**config.mk**
```make
export PLATFORM = sky130hd
export DESIGN_NAME = v_rams_arb2
export DESIGN_NICKNAME = d
export VERILOG_FILES = /design/src/rtl/v_rams_arb2.sv
export SDC_FILE = /design/constraint.sdc
export NUM_CORES = 1
export LEC_CHECK = 0
export BUFFER_PORTS_ARGS = -buffer_cell sky130_fd_sc_hd__buf_2
export CAP_MARGIN = 10
export CORE_ASPECT_RATIO = 0.6
export CORE_UTILIZATION = 36
export DETAILED_ROUTE_END_ITERATION = 16
export PLACE_DENSITY = 0.77
export SLEW_MARGIN = 10
export SYNTH_ARGS = -nofsm -noshare
export SYNTH_HDL_FRONTEND = slang
export SYNTH_SLANG_ARGS = --single-unit
```
**constraint.sdc**
```tcl
create_clock -name clk -period 1.38 [get_ports clk]
set_input_delay 0.276 -clock clk [delete_from_list [all_inputs] [get_ports clk]]
set_output_delay 0.276 -clock clk [all_outputs]
set_load 0.02 [all_outputs]
```
**src/rtl/v_rams_arb2.sv**
```systemverilog
// Round-robin arbiter sharing one single-port read-first RAM between two requesters.
// Define ARB_CLEAR_EN to zero-fill the RAM with a clear sweep after every reset.
module v_rams_arb2 #(
    parameter int AW = 6,
    parameter int DW = 32
) (
    input  logic          clk,
    input  logic          rst,
    input  logic          req0,
    input  logic          we0,
    input  logic [AW-1:0] addr0,
    input  logic [DW-1:0] din0,
    output logic          gnt0,
    output logic          rvld0,
    output logic [DW-1:0] rdata0,
    input  logic          req1,
    input  logic          we1,
    input  logic [AW-1:0] addr1,
    input  logic [DW-1:0] din1,
    output logic          gnt1,
    output logic          rvld1,
    output logic [DW-1:0] rdata1,
    output logic          ram_we,
    output logic [AW-1:0] ram_addr,
    output logic [DW-1:0] ram_din,
    input  logic [DW-1:0] ram_dout,
    output logic          busy
);

    logic          last_gnt_q, last_gnt_d;
    logic          ram_we_q, ram_we_d;
    logic [AW-1:0] ram_addr_q, ram_addr_d;
    logic [DW-1:0] ram_din_q, ram_din_d;
    logic          rd_q, rd_d;
    logic          tag_q, tag_d;
    logic          rvld_q, rvld_d;
    logic          rtag_q, rtag_d;
    logic          serve;

`ifdef ARB_CLEAR_EN
    typedef enum logic {CLEAR, SERVE} state_t;

    state_t        state_q, state_d;
    logic [AW-1:0] clr_addr_q, clr_addr_d;

    always_ff @(posedge clk or posedge rst) begin
        if (rst) begin
            state_q    <= CLEAR;
            clr_addr_q <= '0;
        end else begin
            state_q    <= state_d;
            clr_addr_q <= clr_addr_d;
        end
    end

    // One zero write per cycle; leave CLEAR after the top address has been issued.
    always_comb begin
        state_d    = state_q;
        clr_addr_d = clr_addr_q;
        if (state_q == CLEAR) begin
            clr_addr_d = clr_addr_q + 1'b1;
            if (clr_addr_q == '1) begin
                state_d = SERVE;
            end
        end
    end

    assign serve = (state_q == SERVE);
    assign busy  = (state_q == CLEAR);
`else
    assign serve = 1'b1;
    assign busy  = 1'b0;
`endif

    always_comb begin
        gnt0       = 1'b0;
        gnt1       = 1'b0;
        last_gnt_d = last_gnt_q;
        ram_we_d   = 1'b0;
        ram_addr_d = ram_addr_q;
        ram_din_d  = ram_din_q;
        rd_d       = 1'b0;
        tag_d      = tag_q;
        rvld_d     = rd_q;
        rtag_d     = tag_q;
`ifdef ARB_CLEAR_EN
        if (state_q == CLEAR) begin
            ram_we_d   = 1'b1;
            ram_addr_d = clr_addr_q;
            ram_din_d  = '0;
        end
`endif
        // Contention goes to the port that did not win last time.
        if (serve && req0 && (!req1 || last_gnt_q)) begin
            gnt0 = 1'b1;
        end else if (serve && req1) begin
            gnt1 = 1'b1;
        end
        if (gnt0) begin
            last_gnt_d = 1'b0;
            ram_we_d   = we0;
            ram_addr_d = addr0;
            ram_din_d  = din0;
            rd_d       = !we0;
            tag_d      = 1'b0;
        end else if (gnt1) begin
            last_gnt_d = 1'b1;
            ram_we_d   = we1;
            ram_addr_d = addr1;
            ram_din_d  = din1;
            rd_d       = !we1;
            tag_d      = 1'b1;
        end
    end

    always_ff @(posedge clk or posedge rst) begin
        if (rst) begin
            last_gnt_q <= 1'b1;
            ram_we_q   <= 1'b0;
            ram_addr_q <= '0;
            ram_din_q  <= '0;
            rd_q       <= 1'b0;
            tag_q      <= 1'b0;
            rvld_q     <= 1'b0;
            rtag_q     <= 1'b0;
        end else begin
            last_gnt_q <= last_gnt_d;
            ram_we_q   <= ram_we_d;
            ram_addr_q <= ram_addr_d;
            ram_din_q  <= ram_din_d;
            rd_q       <= rd_d;
            tag_q      <= tag_d;
            rvld_q     <= rvld_d;
            rtag_q     <= rtag_d;
        end
    end

    assign ram_we   = ram_we_q;
    assign ram_addr = ram_addr_q;
    assign ram_din  = ram_din_q;
    assign rvld0    = rvld_q && !rtag_q;
    assign rvld1    = rvld_q && rtag_q;
    assign rdata0   = ram_dout;
    assign rdata1   = ram_dout;

endmodule
```
==> results of run 1 <==
## how the worst max path moves through the flow
stage	slack (ns)	endpoint	cells past startpoint	startpoint
2_1_floorplan	0.07	ram_addr[0]	1	rst
3_3_place_gp	0.06	gnt0	5	req0
3_5_place_dp	0.02	ram_addr[1]	5	req0
4_1_cts	-0.06	gnt1	4	last_gnt_q
5_1_grt	-0.10	gnt1	4	last_gnt_q
6_report	-0.06	gnt1	4	last_gnt_q
## flip-flops by register name, summed over array words and instances, names as in the netlist
register	count
rtag_q	1
ram_we	1
rtag_d	1
ram_addr	6
rd_q	1
last_gnt_q	1
rvld_q	1
ram_din	32
## where the power goes
| group | switching (mW) | internal, mW |
|---|---|---|
| logic | 0.709 | 0.526 |
| registers | 0.104 | 1.47 |
| clock network | 0.476 | 0.723 |
## per-stage QoR
step	TNS (ns)	power [mW]	instances	area, µm²
floorplan	0	2.51	302	2870
global placement	0	2.66	453	3140
detailed placement	0	2.69	453	3140
CTS	-0.289	3.94	465	3350
global route	-1.14	4.21	466	3500
finish	-0.0809	4.01	466	3500
## per-layer routing
metal | wire, µm | track usage, % | part of all wire [%] | up-vias
li1 | - | - | - | 1132
met1 | 3410 | 22.8 | 44 | 1157
met2 | 3510 | 27.5 | 45 | 137
met3 | 789 | 7.34 | 10 | 2
met4 | 19 | 3.32 | 0.25 | 0
met5 | 0 | 0 | 0 | -
## area by class of cell
cell class                      instances  area (µm²)  share of cell area (%)
Timing Repair Buffer                  142         861                    24.6
Multi-Input combinational cell        162        1240                    35.5
Clock buffer                            8         146                    4.18
Inverter                                6        22.5                   0.643
Tap cell                              104         130                    3.71
Sequential cell                        44        1100                    31.5
## worst reg2reg max path, delay by kind of cell (launching register included)
family	cells	cell delay, ns
DFF	1	0.58
buffers and inverters	2	0.32
AOI/OAI and AO/OA	2	0.27
and+or+nand+nor	1	0.08
## cell families after synthesis
group / synth area share, %
flip-flops: 38.4
AND/OR/NAND/NOR: 9.32
multiplexers: 13.2
buffers and inverters: 22.9
AO/OA/AOI/OAI: 16.0
other: 0.131
## cells in the final DEF, fill, tap and decap left out
cell type and instances:
o21ai_0 10, inv_2 3, mux2i_1 38, and3_4 3
a21boi_0 1, a31oi_2 5, buf_12 5, clkbuf_16 6
clkbuf_8 1, inv_1 3, buf_2 121, conb_1 1
nand2_4 2, o21ai_2 1, and2_1 1, dfstp_2 1
o22ai_1 1, buf_6 4, and3_1 35, a31oi_4 5
dlygate4sd3_1 1, o21ai_1 29, buf_4 10, clkbuf_1 2
a22o_1 1, a31oi_1 28, dfrtp_1 43, nor2b_1 1
## repair_timing
action | in CTS | in global routing
setup buffers | 3 | 0
pin swaps | 1 | 3
gates resized for setup | 9 | 23
cloned | 0 | 1
hold buffers | 1 | 0
endpoints found under the setup margin | 2 | 35
hold endpoints to repair | 1 | 0
==> results.md, run 1 <==
* Outcome: finished with violations
* Violated checks: setup timing
* Ant. Diodes at 0
* Crit-path max FO at 4
* DPL Wire Length at 5340 µm
* Asr flop ratio synth at 100%
* CP required at 1.10 ns
* Clock Path Buffers at 2
* Most frequent cell after synthesis: buf_4
* H-tree Lvls at 2
* # IOs at 222
* EDFF count, synth at 0
* Hold endpoint: rd_q
* Die height at 71.2 µm
* CP peak stage delay at 0.58 ns
* Clock root buffer: clkbuf_16
* Synth Register Bits at 44
* Distinct cells, synth at 21
* Synth area leaders: dfrtp_1, buf_4, mux2i_1
* Main synth FF type: dfrtp_1
* CP cell instances: nand2_4, nand2_4, inv_2, buf_6
* Layout area overhead at 22.0%
* Fmax at 0.696 GHz
* Initial DRC count at 149
* # DRC at 0
* Hold Path Class: in2reg
* Final #Nets at 475
* Die width at 117 µm
* Grt total ovfl at 0
* Area of the core at 7480 µm²
* Fin. max-slew vios at 0
* DRT Pass-1 Iters at 4
* Num CTS Buffers at 5
* PortBufs at 124
* Hold Path Stages at 2
* Max VDD drop at 0.419 mV
* Dominant cell type by area after synthesis: dfrtp_1
* Min Tclk post-route at 1.44 ns
* Mapped Cells at 302
* Reg-to-reg startpoint: last_gnt_q
* Post-place setup slack at 0.0167 ns
* Synth Cell Area at 2870 µm²
* R2r worst-path depth at 5
* Critical Path AT at 1.16 ns
* Die ar. at 8350 µm²
* Total GRT Usage at 17.5%
* Vias in the first global route at 2300
* Pwr/cell area at 1140 nW/µm²
* First-pass GRT wire length at 11600 µm
* CTS tree: done
* CTS clk-pin slew, worst paths at 0.06 ns
* Mean post-synth cell area at 9.51 µm²
* Most Frequent Cell on Critical Path: nand2_4
* Critical path buffers and inverters at 2
* Max-cap violations at 0
* R2R Path End: ram_din[27]
* Syn_nets at 416
* Clk Latency, worst-skew pair at 0.28 ns
* Final period utilization at 104%
* Post-synth top cells: buf_4, dfrtp_1, a31oi_1, and3_1, mux2i_1
* Largest net degree at the start of global routing at 37
* Final worst slack at -0.0578 ns
* Crit. End Element: primary output
* DR vias/cell at 5.21
* Antenna violations before repair at 0
* Sink Count at 44
* Finish-stage setup viols at 4
* CP delay by family, top: flip-flops
* Post-detailed-routing wire length at 7730 µm
* Skew final at 0.00273 ns
* Rows at 24
* Yosys Warn Count at 0
* Total number of vias at 2428
* Register area share after synthesis at 38.4%
* Final core utilization at 46.9%
* Critical-path top delay cell: dfstp_2
* Static leakage at 1.81 nW
* Worst reg2reg setup slack at -0.01 ns
* RSZ-0062 raised after global routing: true
* Final-report hold violation count at 0
* GP Congestion at 0.831
* Routed WL per cell at 16.6 µm
* ANT nets after route at 0
* Hold Slack at 0.214 ns
* Proportion of layout cells with a drive suffix above 1 at 46.1%
* Initial Utilization at 38.4%
* Setup Crit Path Kind: reg2out
* Hold path start: we0
* Crit start category: flip-flop
* Filler cells at 722
* Post-synth top area share at 37.5%
Power figures use the tool's default switching activity.
==> run 2, diff against run 1 <==
Settings changed: RECOVER_POWER from default to 50.
==> run 2 against run 1 <==
  * The flow still finishes with violations (setup timing)
  * Die area did not move
  * Non-clock buffer count did not move
  * Final area did not move
  * Fmax did not move
  * Power barely moved
  * Worst setup slack did not move
  * Hold slack did not move
  * Sequential share of layout area did not move
  * Core utilization did not move
  * Via count did not move
  * Sequential power barely moved
  * Critical endpoint unchanged
  * Clock power barely moved
==> results.md, run 2 (synthesis gave the netlist of run 1 again) <==
* Area of the core at 7480 µm² (unchanged)
* CTS clk-pin slew, worst paths at 0.06 ns (about the same)
* H-tree Lvls at 2 (unchanged)
* Critical Path AT at 1.16 ns (about the same)
* Pwr/cell area at 1140 nW/µm² (about the same)
* Antenna violations before repair at 0 (unchanged)
* Most common cell after layout, fill and taps aside: buf_2
* Initial Utilization at 38.4% (unchanged)
* Grt total ovfl at 0 (unchanged)
* Final-report hold violation count at 0 (unchanged)
* Crit start category: flip-flop
* Finish-stage setup viols at 4 (unchanged)
* Layout area overhead at 22.0% (unchanged)
* Hold Path Class: in2reg
* Post-detailed-routing wire length at 7730 µm (unchanged)
* Most Frequent Cell on Critical Path: nand2_4
* Slew Limit Headroom at 50.1%
* Setup_tns at -0.0809 ns (unchanged)
* # IOs at 222 (unchanged)
* Outcome: finished with violations
* Num CTS Buffers at 5 (unchanged)
* Min Tclk post-route at 1.44 ns (unchanged)
* Static leakage at 1.81 nW (about the same)
* Max VDD drop at 0.419 mV (about the same)
* CP required at 1.10 ns (about the same)
* Final worst slack at -0.0578 ns (unchanged)
* Final #Nets at 475 (unchanged)
* RSZ-0062 raised after global routing: true
* PortBufs at 124 (unchanged)
* Setup Crit Path Kind: reg2out
* First-pass GRT wire length at 11600 µm (unchanged)
* Die width at 117 µm (unchanged)
* Proportion of layout cells with a drive suffix above 1 at 45.9% (-0.28 points)
* # DRC at 0 (unchanged)
* CP peak stage delay at 0.58 ns (about the same)
* Skew final at 0.00273 ns (unchanged)
* Vias in the first global route at 2300 (unchanged)
* Clk Latency, worst-skew pair at 0.28 ns (about the same)
* Initial DRC count at 149 (unchanged)
* Violated checks: setup timing
* Max-cap violations at 0 (unchanged)
* Crit-path max FO at 4 (unchanged)
* Fin. max-slew vios at 0 (unchanged)
* Fmax at 0.696 GHz (unchanged)
* DPL Wire Length at 5340 µm (unchanged)
* CP delay by family, top: flip-flops
* CTS tree: done
* Largest net degree at the start of global routing at 37 (unchanged)
* ANT nets after route at 0 (unchanged)
* DRT Pass-1 Iters at 4 (unchanged)
* Total number of vias at 2428 (unchanged)
* Final core utilization at 46.9% (unchanged)
* Routed WL per cell at 16.6 µm (unchanged)
* Clock Path Buffers at 2 (unchanged)
* Die ar. at 8350 µm² (unchanged)
* Final period utilization at 104% (unchanged)
* Ant. Diodes at 0 (unchanged)
* Actual slew at the worst max-slew pin at 0.748 ns
* Critical path buffers and inverters at 2 (unchanged)
* Die height at 71.2 µm (unchanged)
* Total GRT Usage at 17.5% (unchanged)
* Max reg flops at 32 (unchanged)
* CP cell instances: nand2_4, nand2_4, inv_2, buf_6
* Rows at 24 (unchanged)
* Crit. End Element: primary output
* Critical-path top delay cell: dfstp_2
* DR vias/cell at 5.21 (unchanged)
* Most frequent cells in the layout: buf_2, dfrtp_1, mux2i_1
* Sink Count at 44 (unchanged)
* GP Congestion at 0.831 (unchanged)
* Clock root buffer: clkbuf_16
==> run 2: cell counts in the layout (fill, tap and decap cells not counted) <==
Identical to the previous run, type by type.
==> run 2: where the power goes <==
group / leakage, nW / switching, mW / internal, mW
Clock: 0.0712 / 0.476 / 0.723
Combinational: 1.22 / 0.709 / 0.526
Sequential: 0.521 / 0.104 / 1.47
==> run 2: final timing paths <==
| check | slack [ns] | end | from | cells past startpoint |
|---|---|---|---|---|
| worst max-delay path | -0.06 | gnt1 | last_gnt_q | 4 |
| worst min-delay path | 0.21 | rd_q | we0 | 2 |
| worst max register to register | -0.01 | ram_din[27] | last_gnt_q | 5 |
| worst min register to register | 0.36 | rvld_q | rd_q | 0 |
| max in group asynchronous | 0.10 | ram_din[23] | rst | 4 |
| min in group asynchronous | 0.67 | ram_we | rst | 3 |
==> run 2: metrics by stage <==
stage	instances	instance area, µm²	hold slack [ns]	total power, mW	worst slack (ns)
6_report	466	3500	0.214	4.01	-0.0578
5_1_grt	466	3500	0.226	4.21	-0.103
4_1_cts	465	3350	0.214	3.94	-0.0604
3_5_place_dp	453	3140	0.305	2.69	0.0167
3_3_place_gp	453	3140	0.307	2.66	0.0632
2_1_floorplan	302	2870	0.331	2.51	0.0746
==> run 2: per-layer routing <==
layer	vias to the layer above	global-route usage, %	part of all wire, %
met2	137	27.5	45
met5	-	0	0
met3	2	7.34	10
li1	1132	-	-
met1	1157	22.8	44
met4	0	3.32	0.25
==> run 2: worst register-to-register path, delay by kind of cell (launching register included) <==
kind | cells | cell delay [ns]
simple gates | 1 | 0.08
flops | 1 | 0.58
buf+inv | 2 | 0.32
compound gates | 2 | 0.27
==> run 2: area by class of cell <==
class | count | area, µm²
sequential | 44 | 1100
clock buffer | 8 | 146
timing repair buffer | 142 | 861
inverter | 6 | 22.5
fill | 722 | 3970
tap | 104 | 130
multi-input combinational | 162 | 1240
==> run 2: repair_timing <==
item                                   4_1_cts  5_1_grt
hold buffers                                 1        0
endpoints found under the hold margin        1        0
setup buffers                                3        0
cloned                                       0        1
pin swaps                                    1        3
setup endpoints to repair                    2       35
gates resized for setup                      9       23
==> run 3, diff against run 2 <==
Settings changed: ABC_AREA from default to 1, CORE_UTILIZATION 36 to 34, SKIP_LAST_GASP from default to 1.
==> run 3 against run 2 <==
  * The flow still finishes with violations (setup timing)
  * Critical path depth rose by 1
  * Cell count fell by 2.6%
  * Worst setup slack improved by 0.017 ns
  * Clock-buffer cell count did not move
  * Clock skew rose by 0.0017 ns
  * Wire length fell by 20%
  * Synthesized area fell by 13%
  * Power fell by 7.1%
  * First-iteration DRC count fell by 30%
  * Largest power group unchanged
==> results.md, run 3 <==
* Outcome: finished with violations
* Violated checks: setup timing
* Vias in the first global route at 2098 (-8.8%)
* Die height at 68.5 µm (-3.8%)
* EDFF count, synth at 0 (unchanged)
* Most frequent cells in the layout: buf_2, nand3_1, nand2_1, dfrtp_1, buf_4
* Ant. Diodes at 0 (unchanged)
* Final instance area at 2980 µm² (-15%)
* Yosys Warn Count at 0 (unchanged)
* Min Tclk post-route at 1.42 ns (-0.0169 ns)
* Fin cells at 454 (-2.6%)
* Crit. End Element: primary output
* Pwr/cell area at 1250 nW/µm² (+9.2%)
* Main synth FF type: dfrtp_1
* Die width at 113 µm (-3.9%)
* Actual slew at the worst max-slew pin at 0.907 ns (+0.159 ns)
* Max-cap violations at 0 (unchanged)
* CP required at 1.10 ns (about the same)
* Fmax at 0.704 GHz (+1.2%)
* Crit-path max FO at 2 (-2)
* Synth Cell Area at 2500 µm² (-13%)
* Max VDD drop at 0.436 mV (+4.1%)
* Num CTS Buffers at 5 (unchanged)
* Most common cell after layout, fill and taps aside: buf_2
* RSZ-0062 raised after global routing: true
* Final core utilization at 43.2% (-3.7 points)
* Gr busiest metal: met2
* Mean post-synth cell area at 8.29 µm² (-13%)
* Distinct cells, synth at 16 (-24%)
* Die ar. at 7720 µm² (-7.6%)
* Placed Cells at 442 (-2.4%)
* Met1 usage at 20.4% (-2.4 points)
* Mapped Cells at 302 (unchanged)
* Initial Utilization at 36.2% (-2.2 points)
* Dpl cell area at 2770 µm² (-12%)
* DR vias/cell at 4.92 (-5.6%)
* Combinational fraction of design power at 26.8% (-4.0 points)
* GRT met3 Usage at 6.11% (-1.2 points)
* Routed WL per cell at 13.6 µm (-18%)
* Clock Path Buffers at 2 (unchanged)
* Cts hold-fix bufs at 0 (-1)
* Rows at 23 (-4.2%)
* Post-synth top area share at 43.0% (+5.5 points)
* Proportion of layout cells with a drive suffix above 1 at 42.2% (-3.6 points)
* CTS clk-pin slew, worst paths at 0.06 ns (about the same)
* CTS tree: done
* Register area share after synthesis at 44.0% (+5.7 points)
* Most frequent cell after synthesis: nand3_1
* Static leakage at 1.59 nW (-12%)
* Final worst slack at -0.0408 ns (+0.0169 ns)
* Final #Nets at 480 (+1.1%)
* Final period utilization at 103% (-1.2 points)
* Fin. max-slew vios at 0 (unchanged)
* Final-report hold violation count at 0 (unchanged)
* Critical Path AT at 1.14 ns (-0.02 ns)
* Layout area overhead at 19.1%
* Slew Limit Headroom at 39.5% (-11 points)
* Sw Share at 30.8% (-1.4 points)
* Dominant cell type by area after synthesis: dfrtp_1
* Design internal power at 2.58 mW (-5.2%)
* Synth Register Bits at 44 (unchanged)
* Hold Path Class: in2async
* Crit start category: flip-flop
* Sink Count at 44 (unchanged)
* Synth area leaders: dfrtp_1, nand3_1, buf_4
* Clock root buffer: clkbuf_16
* DPL Wire Length at 4580 µm (-14%)
* Antenna violations before repair at 0 (unchanged)
* Grt total ovfl at 0 (unchanged)
* Initial DRC count at 104 (-30%)
* Syn_nets at 416 (unchanged)
* GP Congestion at 0.728 (-12%)
* Post-synth top cells: nand3_1, buf_4, nand2_1
* ANT nets after route at 0 (unchanged)
* Setup Crit Path Kind: reg2out
* Sw power at 1.15 mW (-11%)
* PortBufs at 124 (unchanged)
* Largest net degree at the start of global routing at 33 (-11%)
* First-pass GRT wire length at 9780 µm (-16%)
* Asr flop ratio synth at 100% (unchanged)
* Post-detailed-routing wire length at 6200 µm (-20%)
* Post-place setup slack at 0.0774 ns (+0.0607 ns)
* H-tree Lvls at 2 (unchanged)
* GR Util met2 at 27.2% (-0.24 points)
* # IOs at 222 (unchanged)
* # DRC at 0 (unchanged)
* Skew final at 0.00446 ns (+0.00173 ns)
* Clk Latency, worst-skew pair at 0.28 ns (about the same)
* DRT Pass-1 Iters at 4 (unchanged)
* Power share of the sequential group at 41.8% (+2.6 points)
* Total GRT Usage at 16.2% (-1.3 points)
* Finish-stage setup viols at 2 (-2)
* Total number of vias at 2233 (-8.0%)
* Max reg flops at 32 (unchanged)
* Area of the core at 6910 µm² (-7.6%)
* Clock power share at 31.4% (+1.5 points)
==> run 3: layout make-up <==
class | count | area (µm²)
fill | 683 | 3930
sequential | 44 | 1100
timing repair buffer | 142 | 800
multi-input combinational | 166 | 796
clock buffer | 8 | 146
tap | 87 | 109
inverter | 7 | 28.8
==> run 3: layer usage <==
layer  routed length (µm)  vias to the layer above  part of all wire [%]
met4                   19                        0                  0.31
met5                    0                        -                     0
li1                     -                     1064                     -
met2                 2820                      124                    46
met1                 2770                     1039                    45
met3                  583                        6                   9.4
==> run 3: path summary, 6_finish.rpt <==
check                               to  slack [ns]  startpoint  cells after the start
max                               gnt0       -0.04  last_gnt_q                      5
min reg2reg                     rvld_q        0.37        rd_q                      0
max in group asynchronous  ram_din[16]        0.55         rst                      3
min in group clk                  rd_q        0.21         we0                      2
min                             rtag_q        0.20         rst                      3
max reg2reg                ram_din[27]        0.06  last_gnt_q                      7
==> run 3: through the flow <==
stage	setup TNS [ns]	total power [mW]	hold slack (ns)
after floorplan	0	2.40	0.331
after global placement	0	2.51	0.306
after detailed placement	0	2.53	0.307
after CTS	-0.0774	3.75	0.00768
after global routing	-0.174	3.94	0.211
final	-0.0669	3.72	0.201
==> run 3: power groups by stage <==
stage | combinational (mW) | sequential [mW] | clock [mW]
final | 0.996 | 1.56 | 1.17
after global routing | 1.09 | 1.57 | 1.27
after CTS | 0.983 | 1.55 | 1.21
after detailed placement | 0.958 | 1.57 | 0
after global placement | 0.936 | 1.57 | 0
after floorplan | 0.630 | 1.77 | 0
==> run 3: kinds of logic after synthesis <==
kind of cell | after synthesis | share of synthesized area [%]
and+or+nand+nor | 162 | 30.1
buffers and inverters | 92 | 25.0
DFF | 44 | 44.0
AOI/OAI and AO/OA | 3 | 0.749
other | 1 | 0.150
==> run 3: critical path, stage by stage (launching register included) <==
cell and delay, ns:
dfstp_2 0.54, inv_2 0.04, nand2_2 0.08, nand2_4 0.06
inv_4 0.05, buf_6 0.10
==> run 3: what timing repair did <==
item	CTS	global route
endpoints found under the setup margin	1	33
setup buffers	3	0
gates cloned	0	1
gates resized for setup	7	4
